File: config.mk
export PLATFORM = sky130hd
export DESIGN_NAME = wbs_ctrl
export DESIGN_NICKNAME = d
export VERILOG_FILES = /design/src/rtl/wbs_ctrl.sv
export SDC_FILE = /design/constraint.sdc
export NUM_CORES = 1
export LEC_CHECK = 0
export CORE_AREA = 5 5 384 386
export CTS_CLUSTER_DIAMETER = 120
export CTS_CLUSTER_SIZE = 24
export DETAILED_ROUTE_END_ITERATION = 10
export DIE_AREA = 0 0 389 391
export GPL_TIMING_DRIVEN = 0
export PLACE_DENSITY_LB_ADDON = 0.15
export SLEW_MARGIN = 20
export SYNTH_ARGS = -nofsm -noshare
export SYNTH_HDL_FRONTEND = slang
export SYNTH_SLANG_ARGS = --single-unit
File: constraint.sdc
create_clock -name wb_clk_i -period 2.14 [get_ports wb_clk_i]
set_clock_uncertainty 0.2 [all_clocks]
set_input_delay 0.535 -clock wb_clk_i [delete_from_list [all_inputs] [get_ports wb_clk_i]]
set_output_delay 0.535 -clock wb_clk_i [all_outputs]
set_load 0.005 [all_outputs]
File: src/rtl/wbs_ctrl.sv
// Wishbone slave for the ANN accelerator debug/config port: control registers plus query, leaf, best-match and node windows.
// Define WBS_SEL_MASK_EN to make register writes and the holding-register load honour wbs_sel_i byte enables.
module wbs_ctrl #(
    parameter int DATA_WIDTH = 11,
    parameter int LEAF_SIZE  = 8,
    parameter int PATCH_SIZE = 5,
    parameter int ROW_SIZE   = 24,
    parameter int COL_SIZE   = 17,
    parameter int K          = 4,
    parameter int NUM_LEAVES = 64,
    localparam int QADDRW     = $clog2(ROW_SIZE * COL_SIZE),
    localparam int LEAF_ADDRW = $clog2(NUM_LEAVES),
    localparam int BANKW      = $clog2(LEAF_SIZE),
    localparam int PATCHW     = PATCH_SIZE * DATA_WIDTH
) (
    input  logic                  wb_clk_i,
    input  logic                  wb_rst_i,
    input  logic                  wbs_stb_i,
    input  logic                  wbs_cyc_i,
    input  logic                  wbs_we_i,
    input  logic [3:0]            wbs_sel_i,
    input  logic [31:0]           wbs_dat_i,
    input  logic [31:0]           wbs_adr_i,
    output logic                  wbs_ack_o,
    output logic [31:0]           wbs_dat_o,
    output logic                  wbs_mode,
    output logic                  wbs_debug,
    output logic                  wbs_qp_mem_csb0,
    output logic                  wbs_qp_mem_web0,
    output logic [QADDRW-1:0]     wbs_qp_mem_addr0,
    output logic [PATCHW-1:0]     wbs_qp_mem_wpatch0,
    input  logic [PATCHW-1:0]     wbs_qp_mem_rpatch0,
    output logic [LEAF_SIZE-1:0]  wbs_leaf_mem_csb0,
    output logic [LEAF_SIZE-1:0]  wbs_leaf_mem_web0,
    output logic [LEAF_ADDRW-1:0] wbs_leaf_mem_addr0,
    output logic [63:0]           wbs_leaf_mem_wleaf0,
    input  logic [63:0]           wbs_leaf_mem_rleaf0 [LEAF_SIZE],
    output logic                  wbs_node_mem_web,
    output logic [31:0]           wbs_node_mem_addr,
    output logic [31:0]           wbs_node_mem_wdata,
    input  logic [31:0]           wbs_node_mem_rdata,
    output logic                  wbs_best_arr_csb1,
    output logic [7:0]            wbs_best_arr_addr1,
    input  logic [63:0]           wbs_best_arr_rdata1,
    output logic [1:0]            fsm_state
);

    typedef enum logic [1:0] {ST_IDLE, ST_REQ, ST_WAIT, ST_ACK} state_t;
    typedef enum logic [2:0] {RG_REG, RG_QUERY, RG_LEAF, RG_BEST, RG_NODE, RG_NONE} region_t;

    localparam logic [15:0] OFF_MODE  = 16'h0000;
    localparam logic [15:0] OFF_DEBUG = 16'h0004;

    function automatic region_t region_of(input logic [15:0] page);
        case (page)
            16'h3000: region_of = RG_REG;
            16'h3001: region_of = RG_QUERY;
            16'h3002: region_of = RG_LEAF;
            16'h3003: region_of = RG_BEST;
            16'h3004: region_of = RG_NODE;
            default:  region_of = RG_NONE;
        endcase
    endfunction

    state_t      state, state_next;
    logic [31:0] req_adr, req_dat, hold;
    logic        req_we;
    logic        start, reg_wr_en, reg_bit, in_req;
    logic [31:0] hold_next, rd_word;
    logic [63:0] wr_full, q_ext;
    region_t     in_region, req_region;
    logic [BANKW-1:0] bank;

    // Handshake: a transfer is requested while cyc&stb are high in IDLE; the master
    // holds its request until it sees wbs_ack_o (one cycle), then drops stb/cyc.
    assign start      = wbs_cyc_i & wbs_stb_i;
    assign in_region  = region_of(wbs_adr_i[31:16]);
    assign req_region = region_of(req_adr[31:16]);
    assign bank       = req_adr[3 +: BANKW];
    assign in_req     = (state == ST_REQ);

`ifdef WBS_SEL_MASK_EN
    always_comb begin
        hold_next = hold;
        for (int b = 0; b < 4; b++) begin
            if (wbs_sel_i[b]) hold_next[b*8 +: 8] = wbs_dat_i[b*8 +: 8];
        end
        reg_wr_en = wbs_sel_i[0];
    end
`else
    logic unused_sel;
    assign unused_sel = ^wbs_sel_i;
    assign hold_next  = wbs_dat_i;
    assign reg_wr_en  = 1'b1;
`endif

    always_comb begin
        reg_bit = 1'b0;
        case (wbs_adr_i[15:0])
            OFF_MODE:  reg_bit = wbs_mode;
            OFF_DEBUG: reg_bit = wbs_debug;
            default:   reg_bit = 1'b0;
        endcase
    end

    always_ff @(posedge wb_clk_i) begin
        if (wb_rst_i) state <= ST_IDLE;
        else          state <= state_next;
    end

    always_comb begin
        state_next = state;
        case (state)
            ST_IDLE: begin
                if (start) begin
                    case (in_region)
                        RG_QUERY, RG_LEAF: state_next = (wbs_we_i && !wbs_adr_i[2]) ? ST_ACK : ST_REQ;
                        RG_BEST:           state_next = wbs_we_i ? ST_ACK : ST_REQ;
                        RG_NODE:           state_next = ST_REQ;
                        default:           state_next = ST_ACK;
                    endcase
                end
            end
            ST_REQ:  state_next = req_we ? ST_ACK : ST_WAIT;
            ST_WAIT: state_next = ST_ACK;
            ST_ACK:  state_next = ST_IDLE;
            default: state_next = ST_IDLE;
        endcase
    end

    // Read-return mux; QUERY patches are zero-extended to 64 bits before the half select.
    assign q_ext = 64'(wbs_qp_mem_rpatch0);
    always_comb begin
        rd_word = '0;
        case (req_region)
            RG_QUERY: rd_word = req_adr[2] ? q_ext[63:32] : q_ext[31:0];
            RG_LEAF:  rd_word = req_adr[2] ? wbs_leaf_mem_rleaf0[bank][63:32]
                                           : wbs_leaf_mem_rleaf0[bank][31:0];
            RG_BEST:  rd_word = req_adr[2] ? wbs_best_arr_rdata1[63:32] : wbs_best_arr_rdata1[31:0];
            RG_NODE:  rd_word = wbs_node_mem_rdata;
            default:  rd_word = '0;
        endcase
    end

    always_ff @(posedge wb_clk_i) begin
        if (wb_rst_i) begin
            req_adr   <= '0;
            req_dat   <= '0;
            req_we    <= 1'b0;
            hold      <= '0;
            wbs_dat_o <= '0;
            wbs_mode  <= 1'b0;
            wbs_debug <= 1'b0;
        end else begin
            if (state == ST_IDLE && start) begin
                req_adr <= wbs_adr_i;
                req_dat <= wbs_dat_i;
                req_we  <= wbs_we_i;
                if (wbs_we_i) begin
                    if (in_region == RG_REG && reg_wr_en) begin
                        if (wbs_adr_i[15:0] == OFF_MODE)  wbs_mode  <= wbs_dat_i[0];
                        if (wbs_adr_i[15:0] == OFF_DEBUG) wbs_debug <= wbs_dat_i[0];
                    end
                    if ((in_region == RG_QUERY || in_region == RG_LEAF) && !wbs_adr_i[2])
                        hold <= hold_next;
                end else if (in_region == RG_REG) begin
                    wbs_dat_o <= {31'b0, reg_bit};
                end else if (in_region == RG_NONE) begin
                    wbs_dat_o <= '0;
                end
            end
            if (state == ST_WAIT) wbs_dat_o <= rd_word;
        end
    end

    // Strobes are live only during REQ; addresses and write data come from the captured request.
    assign wr_full             = {req_dat, hold};
    assign wbs_qp_mem_csb0     = !(in_req && req_region == RG_QUERY);
    assign wbs_qp_mem_web0     = !(in_req && req_region == RG_QUERY && req_we);
    assign wbs_qp_mem_addr0    = req_adr[3 +: QADDRW];
    assign wbs_qp_mem_wpatch0  = wr_full[PATCHW-1:0];
    assign wbs_leaf_mem_csb0   = (in_req && req_region == RG_LEAF) ? ~(LEAF_SIZE'(1) << bank) : '1;
    assign wbs_leaf_mem_web0   = (in_req && req_region == RG_LEAF && req_we) ? ~(LEAF_SIZE'(1) << bank) : '1;
    assign wbs_leaf_mem_addr0  = req_adr[3 + BANKW +: LEAF_ADDRW];
    assign wbs_leaf_mem_wleaf0 = wr_full;
    assign wbs_node_mem_web    = in_req && req_region == RG_NODE && req_we;
    assign wbs_node_mem_addr   = {16'b0, req_adr[15:0]};
    assign wbs_node_mem_wdata  = req_dat;
    assign wbs_best_arr_csb1   = !(in_req && req_region == RG_BEST);
    assign wbs_best_arr_addr1  = req_adr[10:3];
    assign wbs_ack_o           = (state == ST_ACK);
    assign fsm_state           = state;

endmodule

==> impl_summary.log, run 1 <==
INFO  metric count_of_state_elements_after_synthesis = 133
INFO  metric grt_pass1_vias = 15770
INFO  metric setup_slack = -0.8553 ns
INFO  metric drive_above_1_share = 33.93%
INFO  metric yosysUniqueCellTypes = 56
INFO  metric first_pass_grt_wire_length = 168200 um
INFO  metric syn_avg_cell_area = 9.430 sq um
INFO  metric cpLargestDelayFamily = simple AND/OR/NAND/NOR gates
INFO  metric dieArea = 152100 sq um
INFO  metric hold_buffers = 0
INFO  metric grt_setup_unrepaired = yes
INFO  metric dr.pass1.iters = 5
INFO  metric final_max_slew_viol_count = 0
INFO  metric power_dens_cells = 399.0 nW/um^2
INFO  metric worst-endpoint-required = 1.40 ns
INFO  metric post-route-period-util = 140.0%
INFO  metric worst_ep_arrival_time = 2.26 ns
INFO  metric tritoncts = built
INFO  metric globalRouteOverflowTotal = 0
INFO  metric max_vdd_drop = 0.5164 mV
INFO  metric route.final.wire_length = 134800 um
INFO  metric via_count = 15100
INFO  metric drv_cap = 0
INFO  metric net_switching_fraction_of_the_power = 33.74%
INFO  metric critical_path.endpoint_type = output port
INFO  metric final_antenna_violating_net_count = 0
INFO  metric grt.total_usage = 16.87%
INFO  metric grt_antenna_before_repair = 86
INFO  metric pwr-share-comb = 45.2%
INFO  metric run_status = finished with violations
INFO  metric path_common_cell = sky130_fd_sc_hd__buf_6
INFO  metric die_x = 389 um
INFO  metric layout.cell_area.non_filler = 27540 sq um
INFO  metric fin_setup_tns = -31.05 ns
INFO  metric crit_slowest_cell = sky130_fd_sc_hd__dfxtp_2
INFO  metric clk_latency = 0.51 ns
INFO  metric timing.critical_path.fanout_max = 4
INFO  metric detail_route.vias_per_cell = 3.501
INFO  metric post_drt_wl_per_cell = 31.26 um
INFO  metric power_leakage = 0.01078 uW
INFO  metric grt_max_degree = 17
INFO  metric initial_core_util = 8.123%
INFO  metric die_h = 391 um
INFO  metric crit_path_start_kind = register
INFO  metric netSwitchingPower = 3706 uW
INFO  metric worstPathCellList = nor4_4 > nand4_4 > buf_12 > nor2_4 > and4_4 > buf_6 > nand2_4 > buf_6
INFO  metric dp_hpwl = 117100 um
INFO  metric clock_path_buffers = 2
INFO  metric synth-seq-area-share = 22.90%
INFO  metric synth_top_flop_cell = sky130_fd_sc_hd__dfxtp_1
INFO  metric clock_power_share = 30.3%
INFO  metric transition_at_the_pin_with_the_smallest_max_transition_slack = 0.8375 ns
INFO  metric cts.root.buffer_cell = sky130_fd_sc_hd__clkbuf_16
INFO  metric finalWorstPathRequiredPeriod = 2.995 ns
INFO  metric placed_cell_area = 24010 sq um
INFO  metric finish.net_count = 3118
INFO  metric max_clock_freq = 333.9 MHz
INFO  metric violations_in_the_final_reports = setup timing
INFO  metric port_buffers = 977
INFO  metric max_stage_delay = 0.34 ns
INFO  metric synth_enable_flop_cells = 0
INFO  metric drt_drc_violations_left = 0
INFO  metric syn-cell-area = 11630 sq um
INFO  metric cts_sinks = 133
INFO  metric layout_commonest_cell = sky130_fd_sc_hd__clkdlybuf4s50_1
INFO  metric ys_warn_count = 0
INFO  metric post_synth_inst_count = 1233
INFO  metric internal_power = 7280 uW
INFO  metric timing_worst_setup_path_type = reg -> out
INFO  metric routabilityCongestion = 0.8495
INFO  metric async_flop_share = 0%
INFO  metric areaGrowthSynthToFinish = 136.8%
INFO  metric core_region_area = 143100 sq um
INFO  metric cts_made_buffers = 17
INFO  metric relative_slew_slack = 44.16%
INFO  metric htree_levels = 4
INFO  metric setup_viol_count_final = 73
INFO  metric clkSlewWorstSetupHoldPaths = 0.06 ns
INFO  metric rows = 139
INFO  metric detailedRoute.firstIterationViolations = 695
INFO  metric layout_common_cells = sky130_fd_sc_hd__clkdlybuf4s50_1 (716), sky130_fd_sc_hd__buf_4 (244), sky130_fd_sc_hd__dlygate4sd2_1 (187), sky130_fd_sc_hd__nand2_1 (184), sky130_fd_sc_hd__mux4_2 (128)
INFO  metric worstPathBufferInverterCount = 3
INFO  metric final-hold-violation-count = 0
INFO  metric sequential_share_of_power = 24.6%
INFO  metric design.portCount = 999
INFO  metric worstHoldPathType = in -> reg
layout make-up:
| class | instances | area [sq um] |
|---|---|---|
| clock buffers | 18 | 429.2 |
| diodes | 19 | 47.55 |
| inverters | 9 | 38.79 |
| clock inverters | 13 | 175.2 |
| fillers | 15950 | 115600 |
| multi-input cells | 858 | 8240 |
| flip-flops and latches | 133 | 2858 |
| well taps | 1903 | 2381 |
| plain buffers | 243 | 2303 |
| repair buffers | 1116 | 11060 |
worst min-delay path, stage by stage:
cell                       delay, ns
sky130_fd_sc_hd__clkbuf_2       0.10
sky130_fd_sc_hd__nand2_1        0.06
sky130_fd_sc_hd__a21oi_1        0.05
final timing paths:
path | cells past startpoint | endpoint | from | slack, ns
setup / recovery | 8 | wbs_leaf_mem_web0[6] | req_adr[25] | -0.86
hold / removal | 3 | req_adr[25] | wbs_adr_i[25] | 0.1
setup reg to reg | 10 | wbs_dat_o[10] | req_adr[4] | -0.58
hold reg to reg | 2 | req_adr[14] | req_adr[14] | 0.26
power by group through the flow:
stage / clock (uW) / combinational (uW) / sequential, uW
finish: 3330 / 4960 / 2700
global placement: 0 / 4410 / 2800
floorplan: 0 / 1630 / 2710
detailed placement: 0 / 4420 / 2800
CTS: 3540 / 4990 / 2700
global route: 3570 / 5250 / 2720
synthesized netlist by cell type (all sizes together), types with 9 or more instances:
master	number	area share, %
buf	199	12
nand2	193	6.2
dfxtp	133	23
mux4	128	25
mux2i	111	9.6
a21oi	68	2.9
nor3	59	2.6
clkbuf	49	1.6
nor2	47	1.5
o21ai	30	1.3
mux2	27	2.6
nand3	27	1.2
o211ai	24	1.5
a2bb2oi	22	1.7
nor4	18	1.0
a211oi	11	0.75
a22oi	10	0.65
inv	9	0.29
nor2b	9	0.48
repair_timing:
item,CTS,global route
hold endpoints to repair,0,0
buffers inserted,110,34
gates cloned,5,3
pin swaps,42,43
endpoints found under the setup margin,380,97
resized for setup,873,109
per-stage QoR:
stage / power, uW / instances / setup slack, ns / utilization (%) / hold WS [ns]
CTS: 11230 / 4272 / -0.9996 / 18.83 / 0.1720
global placement: 7209 / 4128 / -2.417 / 16.75 / 0.2446
floorplan: 4336 / 1248 / 0.001029 / - / 0.2318
detailed placement: 7212 / 4129 / -2.019 / 16.77 / 0.2476
finish: 10990 / 4312 / -0.8553 / 19.24 / 0.09993
global route: 11540 / 4296 / -0.9643 / 19.21 / 0.07868
sequential cells by signal (all words and copies together), names as in the netlist:
| name | cells |
|---|---|
| wbs_debug | 1 |
| fsm_state | 2 |
| wbs_mode | 1 |
| wbs_node_mem_wdata | 32 |
| hold | 32 |
| req_we | 1 |
| wbs_dat_o | 32 |
| req_adr | 32 |
cell families after synthesis:
| logic type | Yosys count | share of synthesized area (%) |
|---|---|---|
| and+or+nand+nor | 380 | 14.89 |
| muxes | 266 | 36.96 |
| buffers and inverters | 257 | 13.84 |
| AOI/OAI and AO/OA | 190 | 10.79 |
| DFF | 133 | 22.90 |
| adders and majority gates | 4 | 0.4304 |
| xor gates and xnor gates | 2 | 0.1507 |
| other | 1 | 0.03225 |
layer usage:
layer | global-route usage [%] | vias to the layer above | part of all wire, %
li1 | - | 6793 | -
met1 | 19.28 | 7419 | 39
met2 | 31.88 | 689 | 53
met3 | 4.917 | 151 | 6.6
met4 | 1.896 | 46 | 1.2
met5 | 0 | - | 0.22
(Power assumes the default switching activity.)
==> run 2: changes to the inputs <==
Settings changed: GPL_ROUTABILITY_DRIVEN from default to 0.
==> results of run 2 <==
Final layout, timing and power as in run 1 (identical DEF).
